==> config.mk <==
export PLATFORM = sky130hd
export DESIGN_NAME = uart_rx_control
export DESIGN_NICKNAME = d
export VERILOG_FILES = /design/src/rtl/uart_rx_control.sv
export SDC_FILE = /design/constraint.sdc
export NUM_CORES = 1
export LEC_CHECK = 0
export BUFFER_PORTS_ARGS = -buffer_cell sky130_fd_sc_hd__buf_2
export CAP_MARGIN = 20
export CORE_UTILIZATION = 44
export CTS_CLUSTER_DIAMETER = 80
export DETAILED_ROUTE_END_ITERATION = 8
export GPL_TIMING_DRIVEN = 0
export SYNTH_ARGS = -nofsm -noshare
export SYNTH_HDL_FRONTEND = slang
export SYNTH_SLANG_ARGS = --single-unit
==> constraint.sdc <==
create_clock -name clk -period 2.2 [get_ports clk]
set_input_delay 0.22 -clock clk [delete_from_list [all_inputs] [get_ports clk]]
set_output_delay 0.22 -clock clk [all_outputs]
set_load 0.1 [all_outputs]
==> src/rtl/uart_rx_control.sv <==
// UART receive control: 8N1 frames, MSB first, mid-bit sampling from a clock-count
// bit timer. Presents each good byte with a one-cycle valid strobe.
module uart_rx_control #(
  parameter int unsigned CLKS_PER_BIT = 434,
  parameter int unsigned CNT_W        = 16
) (
  input  logic       clk,
  input  logic       rst,
  input  logic       rx_in,
  output logic [7:0] rx_data,
  output logic       rx_valid,
  output logic       frame_error,
  output logic       rx_busy
);

  localparam logic [CNT_W-1:0] HALF_M1 = CNT_W'(CLKS_PER_BIT / 2 - 1);
  localparam logic [CNT_W-1:0] FULL_M1 = CNT_W'(CLKS_PER_BIT - 1);
  localparam logic [CNT_W-1:0] CNT_ONE = CNT_W'(1);

  typedef enum logic [2:0] {
    ST_IDLE      = 3'd0,
    ST_START     = 3'd1,
    ST_DATA      = 3'd2,
    ST_STOP      = 3'd3,
    ST_WAIT_HIGH = 3'd4
  } state_e;

  logic [1:0]       sync_q;
  logic             rx_s;
  state_e           state_q, state_d;
  logic [CNT_W-1:0] cnt_q, cnt_d;
  logic [2:0]       bit_idx_q, bit_idx_d;
  logic [7:0]       shift_q, shift_d;
  logic [7:0]       rx_data_q, rx_data_d;
  logic             rx_valid_q, rx_valid_d;
  logic             frame_error_q, frame_error_d;
  logic             rx_busy_q, rx_busy_d;

  assign rx_s = sync_q[1];

  // Two-flop synchroniser for the asynchronous serial line (idles high).
  always_ff @(posedge clk) begin
    if (!rst) begin
      sync_q <= 2'b11;
    end else begin
      sync_q <= {sync_q[0], rx_in};
    end
  end

  // Next-state and next-output logic for the receive FSM.
  always_comb begin
    state_d       = state_q;
    cnt_d         = {CNT_W{1'b0}};
    bit_idx_d     = bit_idx_q;
    shift_d       = shift_q;
    rx_data_d     = rx_data_q;
    rx_valid_d    = 1'b0;
    frame_error_d = 1'b0;
    case (state_q)
      ST_IDLE: begin
        if (!rx_s) begin
          state_d = ST_START;
        end else begin
          state_d = ST_IDLE;
        end
      end
      ST_START: begin
        // Line must still be low at mid start bit, otherwise treat it as a glitch.
        if (cnt_q == HALF_M1) begin
          bit_idx_d = 3'd0;
          if (!rx_s) begin
            state_d = ST_DATA;
          end else begin
            state_d = ST_IDLE;
          end
        end else begin
          cnt_d = cnt_q + CNT_ONE;
        end
      end
      ST_DATA: begin
        if (cnt_q == FULL_M1) begin
          shift_d   = {shift_q[6:0], rx_s};
          bit_idx_d = bit_idx_q + 3'd1;
          if (bit_idx_q == 3'd7) begin
            state_d = ST_STOP;
          end else begin
            state_d = ST_DATA;
          end
        end else begin
          cnt_d = cnt_q + CNT_ONE;
        end
      end
      ST_STOP: begin
        if (cnt_q == FULL_M1) begin
          if (rx_s) begin
            rx_data_d  = shift_q;
            rx_valid_d = 1'b1;
            state_d    = ST_IDLE;
          end else begin
            frame_error_d = 1'b1;
            state_d       = ST_WAIT_HIGH;
          end
        end else begin
          cnt_d = cnt_q + CNT_ONE;
        end
      end
      ST_WAIT_HIGH: begin
        // A held-low (break) line must not look like a stream of start bits.
        if (rx_s) begin
          state_d = ST_IDLE;
        end else begin
          state_d = ST_WAIT_HIGH;
        end
      end
      default: begin
        state_d = ST_IDLE;
      end
    endcase
    rx_busy_d = (state_d != ST_IDLE);
  end

  // Receive FSM state and registered outputs.
  always_ff @(posedge clk) begin
    if (!rst) begin
      state_q       <= ST_IDLE;
      cnt_q         <= {CNT_W{1'b0}};
      bit_idx_q     <= 3'd0;
      shift_q       <= 8'h00;
      rx_data_q     <= 8'h00;
      rx_valid_q    <= 1'b0;
      frame_error_q <= 1'b0;
      rx_busy_q     <= 1'b0;
    end else begin
      state_q       <= state_d;
      cnt_q         <= cnt_d;
      bit_idx_q     <= bit_idx_d;
      shift_q       <= shift_d;
      rx_data_q     <= rx_data_d;
      rx_valid_q    <= rx_valid_d;
      frame_error_q <= frame_error_d;
      rx_busy_q     <= rx_busy_d;
    end
  end

  assign rx_data     = rx_data_q;
  assign rx_valid    = rx_valid_q;
  assign frame_error = frame_error_q;
  assign rx_busy     = rx_busy_q;

endmodule
# Word level (Yosys, flattened, before mapping)
# Cells that the tools add are included.
op_classes:
  eq_ne: 9
  n_reduce_logical: 8
  n_addsub: 2
  mux: 16
op_table:
  columns: ["op", "n"]
  rows:
  - ["two-way mux 16 bit", 2]
  - ["one-hot mux 16 bit (2 select lines)", 1]
  - ["two-way mux 3 bit", 6]
  - ["adder 16 x 1 -> 16 bit, second input constant", 1]
  - ["equality test 16 x 8 -> 1 bit, second input constant", 1]
  - ["equality test 16 x 9 -> 1 bit, second input constant", 1]
  - ["one-hot mux 3 bit (5 select lines)", 1]
  - ["AND reduction 3 bit", 3]
  - ["equality test 3 x 2 -> 1 bit, second input constant", 2]
  - ["equality test 3 bit, second input constant", 2]
  - ["one-hot mux 3 bit (2 select lines)", 1]
  - ["two-way mux 1 bit", 4]
  - ["inequality test 2 bit, second input constant", 2]
  - ["adder 3 x 1 -> 3 bit, second input constant", 1]
  - ["equality test 3 x 1 -> 1 bit, second input constant", 1]
  - ["zero test 3 bit", 1]
  - ["nonzero test 3 bit", 1]
  - ["two-way mux 2 bit", 1]
  - ["AND reduction 2 bit", 1]
  - ["nonzero test 2 bit", 1]
  - ["OR reduction 2 bit", 1]
totals:
  register_bits: 43
  out_inout_bits: 11

# Logic depth before layout (Yosys ltp)
logic_depth:
  ltp_word: 5
  depth_mapped: 8
  depth_no_buf: 7

# Least setup slack after synthesis
# Ideal clock, no wire load.
synth_timing:
  path_kind: "reg2reg"
  startpoint: "register cnt_q[13]"
  endpoint: "register rx_busy_q, in the netlist rx_busy"
  stages_incl_launch_ff: 6
  path_buffers: 0
  arrival_ps: 1917
  path_slack_ps: 156
  setup_ps: 127
  synth_period_minus_slack_ps: 2044
  path_cell_list: "dfxtp_1 > or4_4 > nor4_4 > or2b_1 > a41oi_2 > or3_1"
synth_via:
  elab_chain_cells: 4
  elab_cells_between_ends: 7
synth_lines:
  columns: ["item", "line", "text"]
  rows:
  - ["start, declared", "31", "logic [CNT_W-1:0] cnt_q, cnt_d;"]
  - ["start signal, assigned", "126", "cnt_q <= {CNT_W{1'b0}};"]
  - ["start signal, assigned", "135", "cnt_q <= cnt_d;"]
  - ["equality test 16 x 9 -> 1 bit or equality test 16 x 8 -> 1 bit (tied branches)", "81, 94, 69", null]
  - ["two-way mux 3 bit (on tied branches)", "94, 69, 81", null]
  - ["one-hot mux 3 bit (5 select lines) (*)", "59", "case (state_q)"]
  - ["nonzero test 3 bit (*)", "119", "rx_busy_d = (state_d != ST_IDLE);"]
  - ["end signal, assigned", "141", "rx_busy_q <= rx_busy_d;"]
  - ["end, declared", "37", "logic rx_busy_q, rx_busy_d;"]
# Every way passes the cells marked *; elsewhere a longest branch is shown, timed or not.
# A chain may end at the register's enable or synchronous reset.

# Worst setup path in the final report
layout_timing:
  startpoint: "register cnt_q[9]"
  endpoint: "register rx_busy_q, in the netlist rx_busy"
# Same word-level chain as after synthesis.

==> flow_summary.json <==
{
  "via_per_inst": 5.01,
  "worstSetupEndpointType": "register",
  "fin_crit_sh_pct": 94.5,
  "tightest_slew_ns": 0.485,
  "cts.path.max_buffers": 2,
  "synth_nets": 197,
  "gp_congestion": 0.751,
  "io_pins": 14,
  "worstPathArrival_ns": 2.27,
  "syn_to_final_growth_pct": 14.4,
  "final_area_um2": 2030,
  "drt-pass1-iter-count": 4,
  "n_antenna_cell": 0,
  "wirelength_um": 3080,
  "p_leak_nw": 0.855,
  "cts_root_buffer": "clkbuf_8",
  "timing.final.crit_period_ns": 2.08,
  "drt-initial-drc-count": 57,
  "postRouteAntennaNets": 0,
  "coreArea_um2": 3770,
  "crit_type": "register to register",
  "dp_slack_ns": -0.0717,
  "synth_cells": 189,
  "dieArea_um2": 4290,
  "synth.avg_cell_area_um2": 9.39,
  "vias": 1297,
  "cp-start-kind": "register",
  "grt_max_degree": 15,
  "drt-met1-wl_um": 1440,
  "top_layer": "met4",
  "wl_per_cell_um": 11.9,
  "hpwlAfterDp_um": 2190,
  "hold_depth": 2,
  "slowest_stage": "or4_4",
  "setup_viol": 0,
  "power_mw": 1.43,
  "fin_nets": 218,
  "r2r_cells": 6,
  "clk-insertion-delay-late_ns": 0.30,
  "die-width_um": 65.5,
  "fmax_mhz": 481,
  "cts_made_buffers": 5,
  "drv_cap": 0,
  "antenna_found_initial": 0,
  "yosysSeqAreaShare_pct": 48.5,
  "hold_path.class": "input pin to register",
  "fp-row-count": 22,
  "dp.cells": 249,
  "critPathMaxFanout": 7,
  "ys_warn_count": 0,
  "setup_tns_ns": 0,
  "numPortBuffers": 12,
  "grt_pass1_wl_um": 5440,
  "ir_drop_uv": 348,
  "hp-start": "rx_in",
  "wl_met2_um": 1450,
  "grt.overflow.total": 0,
  "ys_async_sr_fraction_pct": 0,
  "relSlewSlack_pct": 67.9,
  "layout_common_cells": "43 x dfxtp_1, 39 x nor2_1, 15 x mux2i_1",
  "cts_sinks": 43,
  "ys_seq_elements": 43,
  "netlist.area_leader.share_pct": 48.5,
  "clkTransAtPathRegs_ns": 0.08,
  "utilization_pct": 53.8,
  "final_layout_size_suffix_gt1_share_pct": 16.1,
  "ff2ff_setup_slack_ns": 0.12,
  "ys_types": 35,
  "dieHeight_um": 65.5,
  "worst_slack_ns": 0.121,
  "whs_ns": 0.0933,
  "final_cells": 259,
  "place_area_um2": 1890,
  "synth_largest_area_cell": "dfxtp_1",
  "r2r-end": "rx_busy",
  "mostFrequentLayoutCell": "dfxtp_1",
  "dr_wl_met3_um": 120,
  "power.density_nw_per_um2": 705,
  "synthTopCellsByArea": "dfxtp_1 49%, mux2i_1 8.5%, nor2_1 8.3%, xor2_1 3.9%, ha_1 3.5%",
  "h-tree-depth": 2,
  "outcome": "finished, final reports clean",
  "rsz0062_at_grt": "false",
  "skew_ns": 0.00885,
  "crit_required_ns": 2.39,
  "syn-cell-area_um2": 1770,
  "track_usage_pct": 17.2,
  "hold_end": "sync_q[0]",
  "start_util_pct": 47.0,
  "maxSlewViolCount": 0,
  "cp_cell_sequence": "or4_4, nor4_4, buf_4, or2b_1, a41oi_2, or3_1",
  "reg2reg_from": "cnt_q[9]",
  "grt_pass1_vias": 1238,
  "final_hold_viol_count": 0,
  "slowest_delay_ns": 0.57,
  "drc_errors": 0,
  "synth_edf_count": 0,
  "cts_tree": "yes",
  "synthFlopType": "dfxtp_1"
}
critical path, delay by kind of cell (launching register included):
| family | cells | cell delay, ns |
|---|---|---|
| DFF | 1 | 0.35 |
| AOI/OAI and AO/OA | 1 | 0.12 |
| and+or+nand+nor | 4 | 1.31 |
| buffers and inverters | 1 | 0.19 |
metal layers:
| metal | up-vias | GRT usage (%) |
|---|---|---|
| met5 | - | 0 |
| met4 | 0 | 9.51 |
| met3 | 5 | 6.77 |
| met2 | 14 | 27.4 |
| met1 | 604 | 19.4 |
| li1 | 674 | - |
worst max-delay path by stage:
stage,start,endpoint,slack [ns],cells after the start
finish,cnt_q[9],rx_busy,0.12,6
global route,cnt_q[13],cnt_q[3],0.01,6
CTS,cnt_q[13],cnt_q[3],0.07,6
detailed placement,cnt_q[13],cnt_q[12],-0.07,6
global placement,cnt_q[13],cnt_q[12],-0.04,6
floorplan,cnt_q[13],rx_busy,0.16,5
power breakdown:
group,internal [mW],switching (mW)
logic,0.00996,0.0253
registers,0.782,0.00405
clock network,0.338,0.271
synthesized netlist by cell type, types with 2 or more instances:
library cell / instances
nor3_1: 4
nand4_1: 3
dfxtp_1: 43
a21oi_1: 3
a211oi_1: 2
nand2b_1: 6
xnor2_1: 6
mux2i_1: 15
inv_1: 6
or4_4: 2
nand3_1: 9
nand2_1: 13
xor2_1: 8
a21o_1: 2
o22ai_1: 2
clkbuf_1: 2
or2_2: 2
buf_2: 2
nor2_1: 39
ha_1: 5
registers in the layout (all words and copies together) (netlist names):
signal and count:
bit_idx_q 3, cnt_q 16, frame_error 1, rx_busy 1
rx_data 8, rx_valid 1, shift_q 8, state_q 3
sync_q 2
cell type report:
cell class,instances,area (um^2)
Fill cell,349,1740
Multi-Input combinational cell,134,870
Sequential cell,43,861
Timing Repair Buffer,14,75.1
Clock buffer,5,68.8
Tap cell,48,60.1
Clock inverter,3,43.8
Inverter,7,26.3
Buffer,5,25.0
logic make-up (layout without fill, tap and decap cells):
family | count (synthesis) | in the layout | synth area share, %
AO/OA/AOI/OAI | 12 | 12 | 4.87
XOR/XNOR | 14 | 14 | 6.91
adder cells (fa/ha/maj) | 5 | 5 | 3.53
buffers and inverters | 12 | 34 | 2.89
flip-flops | 43 | 43 | 48.5
multiplexers | 15 | 15 | 8.46
AND/OR/NAND/NOR | 88 | 88 | 24.8
what timing repair did:
action | 4_1_cts | 5_1_grt
hold buffers | 0 | 0
pin swaps | 1 | 0
setup endpoints to repair | 13 | 13
resized for setup | 1 | 2
buffers inserted | 2 | 0
Note: power is estimated with default switching activity, not from simulation.
